<file path="src/rtl/apb3_master_bridge_pkg.sv">
// Shared types and helpers for the APB3 master bridge.
package apb3_master_bridge_pkg;

    // Bridge FSM states; the 2-bit encoding is fixed so that debug views match.
    typedef enum logic [1:0] {
        IDLE   = 2'd0,
        SETUP  = 2'd1,
        ACCESS = 2'd2,
        RESP   = 2'd3
    } state_e;

    // Bits needed to hold values 0..n, with a minimum of one bit.
    function automatic int counter_width(input int n);
        int w;
        for (w = 1; (w < 31) && ((1 << w) < (n + 1)); w++) begin
        end
        return w;
    endfunction

endpackage

</file>
<file path="src/rtl/apb3_master_bridge_if.sv">
// Command/response channel plus APB3 bus seen by the bridge.
interface apb3_master_bridge_if #(
    parameter int ADDR_WIDTH = 12,
    parameter int DATA_WIDTH = 32
);
    logic                  cmd_valid;
    logic                  cmd_ready;
    logic                  cmd_write;
    logic [ADDR_WIDTH-1:0] cmd_addr;
    logic [DATA_WIDTH-1:0] cmd_wdata;

    logic                  rsp_valid;
    logic                  rsp_ready;
    logic [DATA_WIDTH-1:0] rsp_rdata;
    logic                  rsp_error;
    logic                  rsp_timeout;
    logic                  busy;

    logic [ADDR_WIDTH-1:0] PADDR;
    logic                  PSEL;
    logic                  PENABLE;
    logic                  PWRITE;
    logic [DATA_WIDTH-1:0] PWDATA;
    logic                  PREADY;
    logic [DATA_WIDTH-1:0] PRDATA;
    logic                  PSLVERROR;

    // Bridge side
    modport master (
        input  cmd_valid, cmd_write, cmd_addr, cmd_wdata, rsp_ready,
        input  PREADY, PRDATA, PSLVERROR,
        output cmd_ready, rsp_valid, rsp_rdata, rsp_error, rsp_timeout, busy,
        output PADDR, PSEL, PENABLE, PWRITE, PWDATA
    );

    // User logic plus APB slave side
    modport slave (
        output cmd_valid, cmd_write, cmd_addr, cmd_wdata, rsp_ready,
        output PREADY, PRDATA, PSLVERROR,
        input  cmd_ready, rsp_valid, rsp_rdata, rsp_error, rsp_timeout, busy,
        input  PADDR, PSEL, PENABLE, PWRITE, PWDATA
    );
endinterface

</file>
<file path="src/rtl/apb3_timeout_counter.sv">
// Counts ACCESS cycles spent waiting for PREADY; flags the last allowed one.
module apb3_timeout_counter
    import apb3_master_bridge_pkg::*;
#(
    parameter int TIMEOUT_CYCLES = 255
) (
    input  logic clk,
    input  logic reset,
    input  logic clear,
    input  logic enable,
    output logic expired
);
    localparam int CW = counter_width(TIMEOUT_CYCLES);
    localparam logic [CW-1:0] SAT = CW'(TIMEOUT_CYCLES);

    logic [CW-1:0] count_q;
    logic [CW-1:0] count_d;

    // Next count: clear wins, otherwise increment and saturate instead of wrapping.
    always_comb begin
        count_d = count_q;
        if (clear) begin
            count_d = '0;
        end else if (enable && (count_q != SAT)) begin
            count_d = count_q + CW'(1);
        end
    end

    // Count register.
    always_ff @(posedge clk or posedge reset) begin
        if (reset) begin
            count_q <= '0;
        end else begin
            count_q <= count_d;
        end
    end

    generate
        if (TIMEOUT_CYCLES == 0) begin : g_disabled
            assign expired = 1'b0;
        end else begin : g_enabled
            assign expired = (count_q == CW'(TIMEOUT_CYCLES - 1));
        end
    endgenerate

endmodule

</file>
<file path="src/rtl/apb3_master_bridge.sv">
// APB3 initiator: single-word commands in, SETUP/ACCESS transfers out,
// held response with slave error and PREADY timeout reporting.
module apb3_master_bridge
    import apb3_master_bridge_pkg::*;
#(
    parameter int ADDR_WIDTH     = 12,
    parameter int DATA_WIDTH     = 32,
    parameter int TIMEOUT_CYCLES = 255
) (
    input  logic                 clk,
    input  logic                 reset,
    apb3_master_bridge_if.master bus
);
    localparam logic [ADDR_WIDTH-1:0] WORD_MASK = {{(ADDR_WIDTH-2){1'b1}}, 2'b00};

    state_e                state_q, state_d;
    logic                  psel_q, psel_d;
    logic                  penable_q, penable_d;
    logic                  pwrite_q, pwrite_d;
    logic [ADDR_WIDTH-1:0] paddr_q, paddr_d;
    logic [DATA_WIDTH-1:0] pwdata_q, pwdata_d;
    logic                  rsp_valid_q, rsp_valid_d;
    logic [DATA_WIDTH-1:0] rsp_rdata_q, rsp_rdata_d;
    logic                  rsp_error_q, rsp_error_d;
    logic                  rsp_timeout_q, rsp_timeout_d;
    logic                  busy_q, busy_d;

    logic                  cnt_clear;
    logic                  cnt_enable;
    logic                  cnt_expired;

    apb3_timeout_counter #(
        .TIMEOUT_CYCLES(TIMEOUT_CYCLES)
    ) u_timeout (
        .clk     (clk),
        .reset   (reset),
        .clear   (cnt_clear),
        .enable  (cnt_enable),
        .expired (cnt_expired)
    );

    // Only ACCESS cycles without PREADY advance the timeout.
    assign cnt_enable = (state_q == ACCESS) && !bus.PREADY;

    // Transfer sequencing and next values of every registered output.
    always_comb begin
        state_d       = state_q;
        psel_d        = psel_q;
        penable_d     = penable_q;
        pwrite_d      = pwrite_q;
        paddr_d       = paddr_q;
        pwdata_d      = pwdata_q;
        rsp_valid_d   = rsp_valid_q;
        rsp_rdata_d   = rsp_rdata_q;
        rsp_error_d   = rsp_error_q;
        rsp_timeout_d = rsp_timeout_q;
        cnt_clear     = 1'b0;

        case (state_q)
            IDLE: begin
                if (bus.cmd_valid) begin
                    pwrite_d  = bus.cmd_write;
                    // Word-aligned: the byte-lane bits are dropped.
                    paddr_d   = bus.cmd_addr & WORD_MASK;
                    if (bus.cmd_write) begin
                        pwdata_d = bus.cmd_wdata;
                    end
                    psel_d    = 1'b1;
                    penable_d = 1'b0;
                    cnt_clear = 1'b1;
                    state_d   = SETUP;
                end
            end
            SETUP: begin
                penable_d = 1'b1;
                state_d   = ACCESS;
            end
            ACCESS: begin
                // A slave completing on the last allowed cycle beats the timeout.
                if (bus.PREADY) begin
                    rsp_rdata_d   = pwrite_q ? '0 : bus.PRDATA;
                    rsp_error_d   = bus.PSLVERROR;
                    rsp_timeout_d = 1'b0;
                    rsp_valid_d   = 1'b1;
                    psel_d        = 1'b0;
                    penable_d     = 1'b0;
                    state_d       = RESP;
                end else if (cnt_expired) begin
                    rsp_rdata_d   = '0;
                    rsp_error_d   = 1'b1;
                    rsp_timeout_d = 1'b1;
                    rsp_valid_d   = 1'b1;
                    psel_d        = 1'b0;
                    penable_d     = 1'b0;
                    state_d       = RESP;
                end
            end
            RESP: begin
                if (bus.rsp_ready) begin
                    rsp_valid_d = 1'b0;
                    state_d     = IDLE;
                end
            end
            default: begin
                state_d = IDLE;
            end
        endcase

        busy_d = (state_d != IDLE);
    end

    // State and output registers; reset drops the bus immediately.
    always_ff @(posedge clk or posedge reset) begin
        if (reset) begin
            state_q       <= IDLE;
            psel_q        <= 1'b0;
            penable_q     <= 1'b0;
            pwrite_q      <= 1'b0;
            paddr_q       <= '0;
            pwdata_q      <= '0;
            rsp_valid_q   <= 1'b0;
            rsp_rdata_q   <= '0;
            rsp_error_q   <= 1'b0;
            rsp_timeout_q <= 1'b0;
            busy_q        <= 1'b0;
        end else begin
            state_q       <= state_d;
            psel_q        <= psel_d;
            penable_q     <= penable_d;
            pwrite_q      <= pwrite_d;
            paddr_q       <= paddr_d;
            pwdata_q      <= pwdata_d;
            rsp_valid_q   <= rsp_valid_d;
            rsp_rdata_q   <= rsp_rdata_d;
            rsp_error_q   <= rsp_error_d;
            rsp_timeout_q <= rsp_timeout_d;
            busy_q        <= busy_d;
        end
    end

    assign bus.cmd_ready   = (state_q == IDLE);
    assign bus.PSEL        = psel_q;
    assign bus.PENABLE     = penable_q;
    assign bus.PWRITE      = pwrite_q;
    assign bus.PADDR       = paddr_q;
    assign bus.PWDATA      = pwdata_q;
    assign bus.rsp_valid   = rsp_valid_q;
    assign bus.rsp_rdata   = rsp_rdata_q;
    assign bus.rsp_error   = rsp_error_q;
    assign bus.rsp_timeout = rsp_timeout_q;
    assign bus.busy        = busy_q;

endmodule

</file>
<file path="src/flat_wrapper.sv">
// flat-port wrapper written by rule: the top's interface ports become plain ports
module apb3_master_bridge_flat import apb3_master_bridge_pkg::*;
#(
    parameter int ADDR_WIDTH     = 12,
    parameter int DATA_WIDTH     = 32,
    parameter int TIMEOUT_CYCLES = 255
)
  (clk, reset, bus_cmd_valid, bus_cmd_write, bus_cmd_addr, bus_cmd_wdata, bus_rsp_ready, bus_PREADY, bus_PRDATA, bus_PSLVERROR, bus_cmd_ready, bus_rsp_valid, bus_rsp_rdata, bus_rsp_error, bus_rsp_timeout, bus_busy, bus_PADDR, bus_PSEL, bus_PENABLE, bus_PWRITE, bus_PWDATA);
  apb3_master_bridge_if #(.ADDR_WIDTH(ADDR_WIDTH), .DATA_WIDTH(DATA_WIDTH)) bus_i ();
  input  logic clk;
  input  logic reset;
  input wire logic [$bits(bus_i.cmd_valid)-1:0] bus_cmd_valid;
  input wire logic [$bits(bus_i.cmd_write)-1:0] bus_cmd_write;
  input wire logic [$bits(bus_i.cmd_addr)-1:0] bus_cmd_addr;
  input wire logic [$bits(bus_i.cmd_wdata)-1:0] bus_cmd_wdata;
  input wire logic [$bits(bus_i.rsp_ready)-1:0] bus_rsp_ready;
  input wire logic [$bits(bus_i.PREADY)-1:0] bus_PREADY;
  input wire logic [$bits(bus_i.PRDATA)-1:0] bus_PRDATA;
  input wire logic [$bits(bus_i.PSLVERROR)-1:0] bus_PSLVERROR;
  output wire logic [$bits(bus_i.cmd_ready)-1:0] bus_cmd_ready;
  output wire logic [$bits(bus_i.rsp_valid)-1:0] bus_rsp_valid;
  output wire logic [$bits(bus_i.rsp_rdata)-1:0] bus_rsp_rdata;
  output wire logic [$bits(bus_i.rsp_error)-1:0] bus_rsp_error;
  output wire logic [$bits(bus_i.rsp_timeout)-1:0] bus_rsp_timeout;
  output wire logic [$bits(bus_i.busy)-1:0] bus_busy;
  output wire logic [$bits(bus_i.PADDR)-1:0] bus_PADDR;
  output wire logic [$bits(bus_i.PSEL)-1:0] bus_PSEL;
  output wire logic [$bits(bus_i.PENABLE)-1:0] bus_PENABLE;
  output wire logic [$bits(bus_i.PWRITE)-1:0] bus_PWRITE;
  output wire logic [$bits(bus_i.PWDATA)-1:0] bus_PWDATA;
  assign bus_i.cmd_valid = bus_cmd_valid;
  assign bus_i.cmd_write = bus_cmd_write;
  assign bus_i.cmd_addr = bus_cmd_addr;
  assign bus_i.cmd_wdata = bus_cmd_wdata;
  assign bus_i.rsp_ready = bus_rsp_ready;
  assign bus_i.PREADY = bus_PREADY;
  assign bus_i.PRDATA = bus_PRDATA;
  assign bus_i.PSLVERROR = bus_PSLVERROR;
  assign bus_cmd_ready = bus_i.cmd_ready;
  assign bus_rsp_valid = bus_i.rsp_valid;
  assign bus_rsp_rdata = bus_i.rsp_rdata;
  assign bus_rsp_error = bus_i.rsp_error;
  assign bus_rsp_timeout = bus_i.rsp_timeout;
  assign bus_busy = bus_i.busy;
  assign bus_PADDR = bus_i.PADDR;
  assign bus_PSEL = bus_i.PSEL;
  assign bus_PENABLE = bus_i.PENABLE;
  assign bus_PWRITE = bus_i.PWRITE;
  assign bus_PWDATA = bus_i.PWDATA;
  apb3_master_bridge #(.ADDR_WIDTH(ADDR_WIDTH), .DATA_WIDTH(DATA_WIDTH), .TIMEOUT_CYCLES(TIMEOUT_CYCLES)) u_core (.clk(clk), .reset(reset), .bus(bus_i));
endmodule
</file>
<file path="config.mk">
export PLATFORM = sky130hd
export DESIGN_NAME = apb3_master_bridge_flat
export DESIGN_NICKNAME = d
export VERILOG_FILES = /design/src/rtl/apb3_master_bridge_pkg.sv /design/src/rtl/apb3_master_bridge_if.sv /design/src/rtl/apb3_timeout_counter.sv /design/src/rtl/apb3_master_bridge.sv /design/src/flat_wrapper.sv
export SDC_FILE = /design/constraint.sdc
export NUM_CORES = 1
export LEC_CHECK = 0
export ABC_CLOCK_PERIOD_IN_PS = 2400
export CORE_MARGIN = 2
export CORE_UTILIZATION = 35
export DETAILED_ROUTE_END_ITERATION = 7
export DONT_BUFFER_PORTS = 1
export PLACE_DENSITY = 0.48
export RECOVER_POWER = 100
export SLEW_MARGIN = 20
export SYNTH_ARGS = -nofsm -noshare
export SYNTH_HDL_FRONTEND = slang
export SYNTH_SLANG_ARGS = --single-unit
</file>
<file path="constraint.sdc">
create_clock -name clk -period 2.4 [get_ports clk]
set_input_delay 0.12 -clock clk [delete_from_list [all_inputs] [get_ports clk]]
set_output_delay 0.12 -clock clk [all_outputs]
set_load 0.05 [all_outputs]
</file>
==> impl_results.md <==
* Combinational share of power at 0.206
* Most common cell after layout, fill and taps aside: dfrtp_1
* First-pass GRT wire length at roughly 14 mm
* Total congestion overflow at 0
* Yosys cell types at 40
* N_diodes at 0
* Core area at 10,700 um2
* Max Freq at just under 500 MHz
* Critical R2R Launch: u_core.state_q[1]
* Final instance area at slightly above 5000 um2
* Synth Warn # at 0
* Sequential area share after synthesis at 0.595
* Leak Pwr at approximately 2.2 nW
* Clock Root Buffer: clkbuf_8
* Final hold vios at 0
* TritonCTS clock tree: done
* Drt first pass iters at 4
* Final setup viols at 0
* Setup_tns at 0 ps
* Internal Power at around 3.9 mW
* Endpoint class of the critical path: flop
* Power Density at 1620 nW/um2
* Arrival @ worst endpoint at between 2000 and 2500 ps
* Worst slew pin tran at around 1300 ps
* Max IR drop VDD at around 660 uV
* NumNets Final at roughly 480
* Number of synthesized flops with an enable pin at 0
* Synth-to-Final Area Change at 31.5%
* HPWL after detailed placement at about 5.8 mm
* Share of cells above drive strength 1 at 0.146
* FF-to-FF path depth at 3
* Yosys reg bits at roughly 90
* Area of the multi-input gates at approximately 1400 um2
* Post-CTS Setup Bufs at 0
* H-tree levels at 3
* Sequential cell area at around 2300 um2
* Final min period at 2060 ps
* Worst Path Max Fanout at 10
* Post-Synthesis Cells at 311
* Initial cell density of the core at 0.356
* Via count of the routed design at 2,734
* Worst-Skew Late Latency at 350 ps
* Via/cell ratio at between 5 and 6
* Die Height at approximately 110 um
* Largest net degree at the start of global routing at 48
* Clock transition at path regs at 80 ps
* CTS Sinks at 91
* Initial antenna violation count at 0
* Final setup skew at approximately 11 ps
* DRC at 0
* Final wirelength at 9.44 mm
* Final Cycle Share at 0.858
* Die Wd at about 110 um
* Port Buffers at 0
* Core Rows at 38
* Fill count at slightly below 1k
* Crit path launch: u_core.state_q[1]
* Slew Limit Fails at 0
* HP Start: bus_cmd_valid
* Global Route Usage Sum at 0.159
* WL/cell at between 15 and 20 um
* Sw frac at 0.520
* Max-cap violations at 0
* Dpl cell area at roughly 4000 um2
* Req. time, crit path at around 2600 ps
* Worst Hold Class: primary input to flop
* I/O pin total at ~170
* Hold slack at approximately 40 ps
* CP Class: flop to flop
* Hold path depth at 2
* Rel. slew slack at 0.118
* Top FF cell, synth: dfrtp_1
* Worst Setup Start Kind: flop
* Antenna-violating nets left at 0
* Clock tree buffer depth at 2
* Outcome: complete, no violations
* Starting DRC count in detailed routing at 200
* Die Area at 11,800 um2
* Mean post-synth cell area at roughly 12 um2
* Most frequent cells in the layout: dfrtp_1 (91), dlygate4sd3_1 (79), nand2_1 (42)
* Total net switching power at between 4 and 5 mW
* Vias in the first global route at about 2.8k
* Flop pwr share at 0.633
* Num CTS Buffers at 9
* RSZ-0062 raised after global routing: no
* RePlAce Congestion at approximately 0.66
* Synthesized cell area at 3820 um2
* Post-synth ARST share at 1.00
* Clk pwr share at 0.161
-- flip-flops by register name (all words and copies together), names as in the netlist --
name and cells:
u_core.bus.PWDATA 32, u_core.bus.rsp_rdata 32, u_core.bus.PADDR 10, u_core.u_timeout.count_q 8, u_core.state_q 2, u_core.bus.PENABLE 1
u_core.bus.PSEL 1, u_core.bus.PWRITE 1, u_core.bus.busy 1, u_core.bus.rsp_error 1, u_core.bus.rsp_timeout 1, u_core.bus.rsp_valid 1
-- cells in the mapped netlist, types with 2 or more instances --
master | n | share of area
dfrtp_1 | 91 | 0.60
nand2_1 | 42 | 0.041
and2_1 | 33 | 0.054
mux2_2 | 32 | 0.094
a221o_1 | 31 | 0.081
o21ai_0 | 9 | 0.012
buf_4 | 8 | 0.016
nand3_1 | 8 | 0.010
buf_2 | 6 | 0.0079
inv_1 | 6 | 0.0059
clkbuf_1 | 5 | 0.0049
nor2_1 | 5 | 0.0049
a21oi_1 | 3 | 0.0039
a31oi_1 | 2 | 0.0033
and3_1 | 2 | 0.0033
ha_1 | 2 | 0.0065
mux2i_1 | 2 | 0.0052
nor3_1 | 2 | 0.0026
-- through the flow --
| stage | power, mW | util | cells | worst slack [ps] |
|---|---|---|---|---|
| after floorplan | 6.31 | - | 312 | 431 |
| after global placement | 6.71 | 0.372 | 443 | 670 |
| after detailed placement | 6.76 | 0.372 | 443 | 660 |
| after CTS | 8.21 | 0.469 | 536 | 363 |
| after global routing | 8.53 | 0.468 | 537 | 236 |
| final | 8.13 | 0.468 | 537 | 341 |
-- path summary, 6_finish.rpt --
path	to	slack [ps]
max	u_core.state_q[0]	340
min	u_core.bus.PWRITE	40
min in group asynchronous	u_core.bus.PWDATA[11]	500
max reg2reg	u_core.state_q[0]	340
min reg2reg	u_core.u_timeout.count_q[3]	510
max in group asynchronous	u_core.bus.PADDR[6]	810
-- worst max-delay path, cell delays in order (launching register included) --
cell	delay (ps)
dfrtp_1	500
nor3b_1	690
a221oi_1	150
dlygate4sd3_1	600
-- area by class of cell --
cell class / count / area share
Tap cell: 140 / 0.0348
Inverter: 7 / 0.00547
Timing Repair Buffer: 90 / 0.176
Multi-Input combinational cell: 195 / 0.281
Clock inverter: 5 / 0.0254
Clock buffer: 9 / 0.0246
Sequential cell: 91 / 0.453
-- power by group through the flow --
stage	Clock (mW)	Combinational, mW	Sequential, mW
6_report	1.31	1.67	5.15
5_1_grt	1.43	1.87	5.24
4_1_cts	1.36	1.70	5.15
3_5_place_dp	0	1.58	5.17
3_3_place_gp	0	1.53	5.17
2_1_floorplan	0	1.33	4.98
-- routing by layer --
layer	vias up	GRT usage	part of all wire
li1	1269	-	-
met1	1350	0.189	0.41
met2	104	0.271	0.50
met3	11	0.0512	0.078
met4	0	0.0549	0.012
met5	-	0	0
-- timing repair --
action / in CTS / in global routing
gates resized for setup: 0 / 0
endpoints found under the hold margin: 121 / 0
hold buffers: 79 / 0
-- logic make-up (layout without fill, tap and decap cells) --
group,Yosys count,count (layout),synth area share
mux,34,34,0.0994
simple gates,103,103,0.142
compound gates,54,54,0.121
other cells,1,2,0.000980
fa+ha+maj,2,2,0.00654
flops,91,91,0.595
buf+inv,26,111,0.0353
Note: power is estimated with default switching activity, not from simulation.
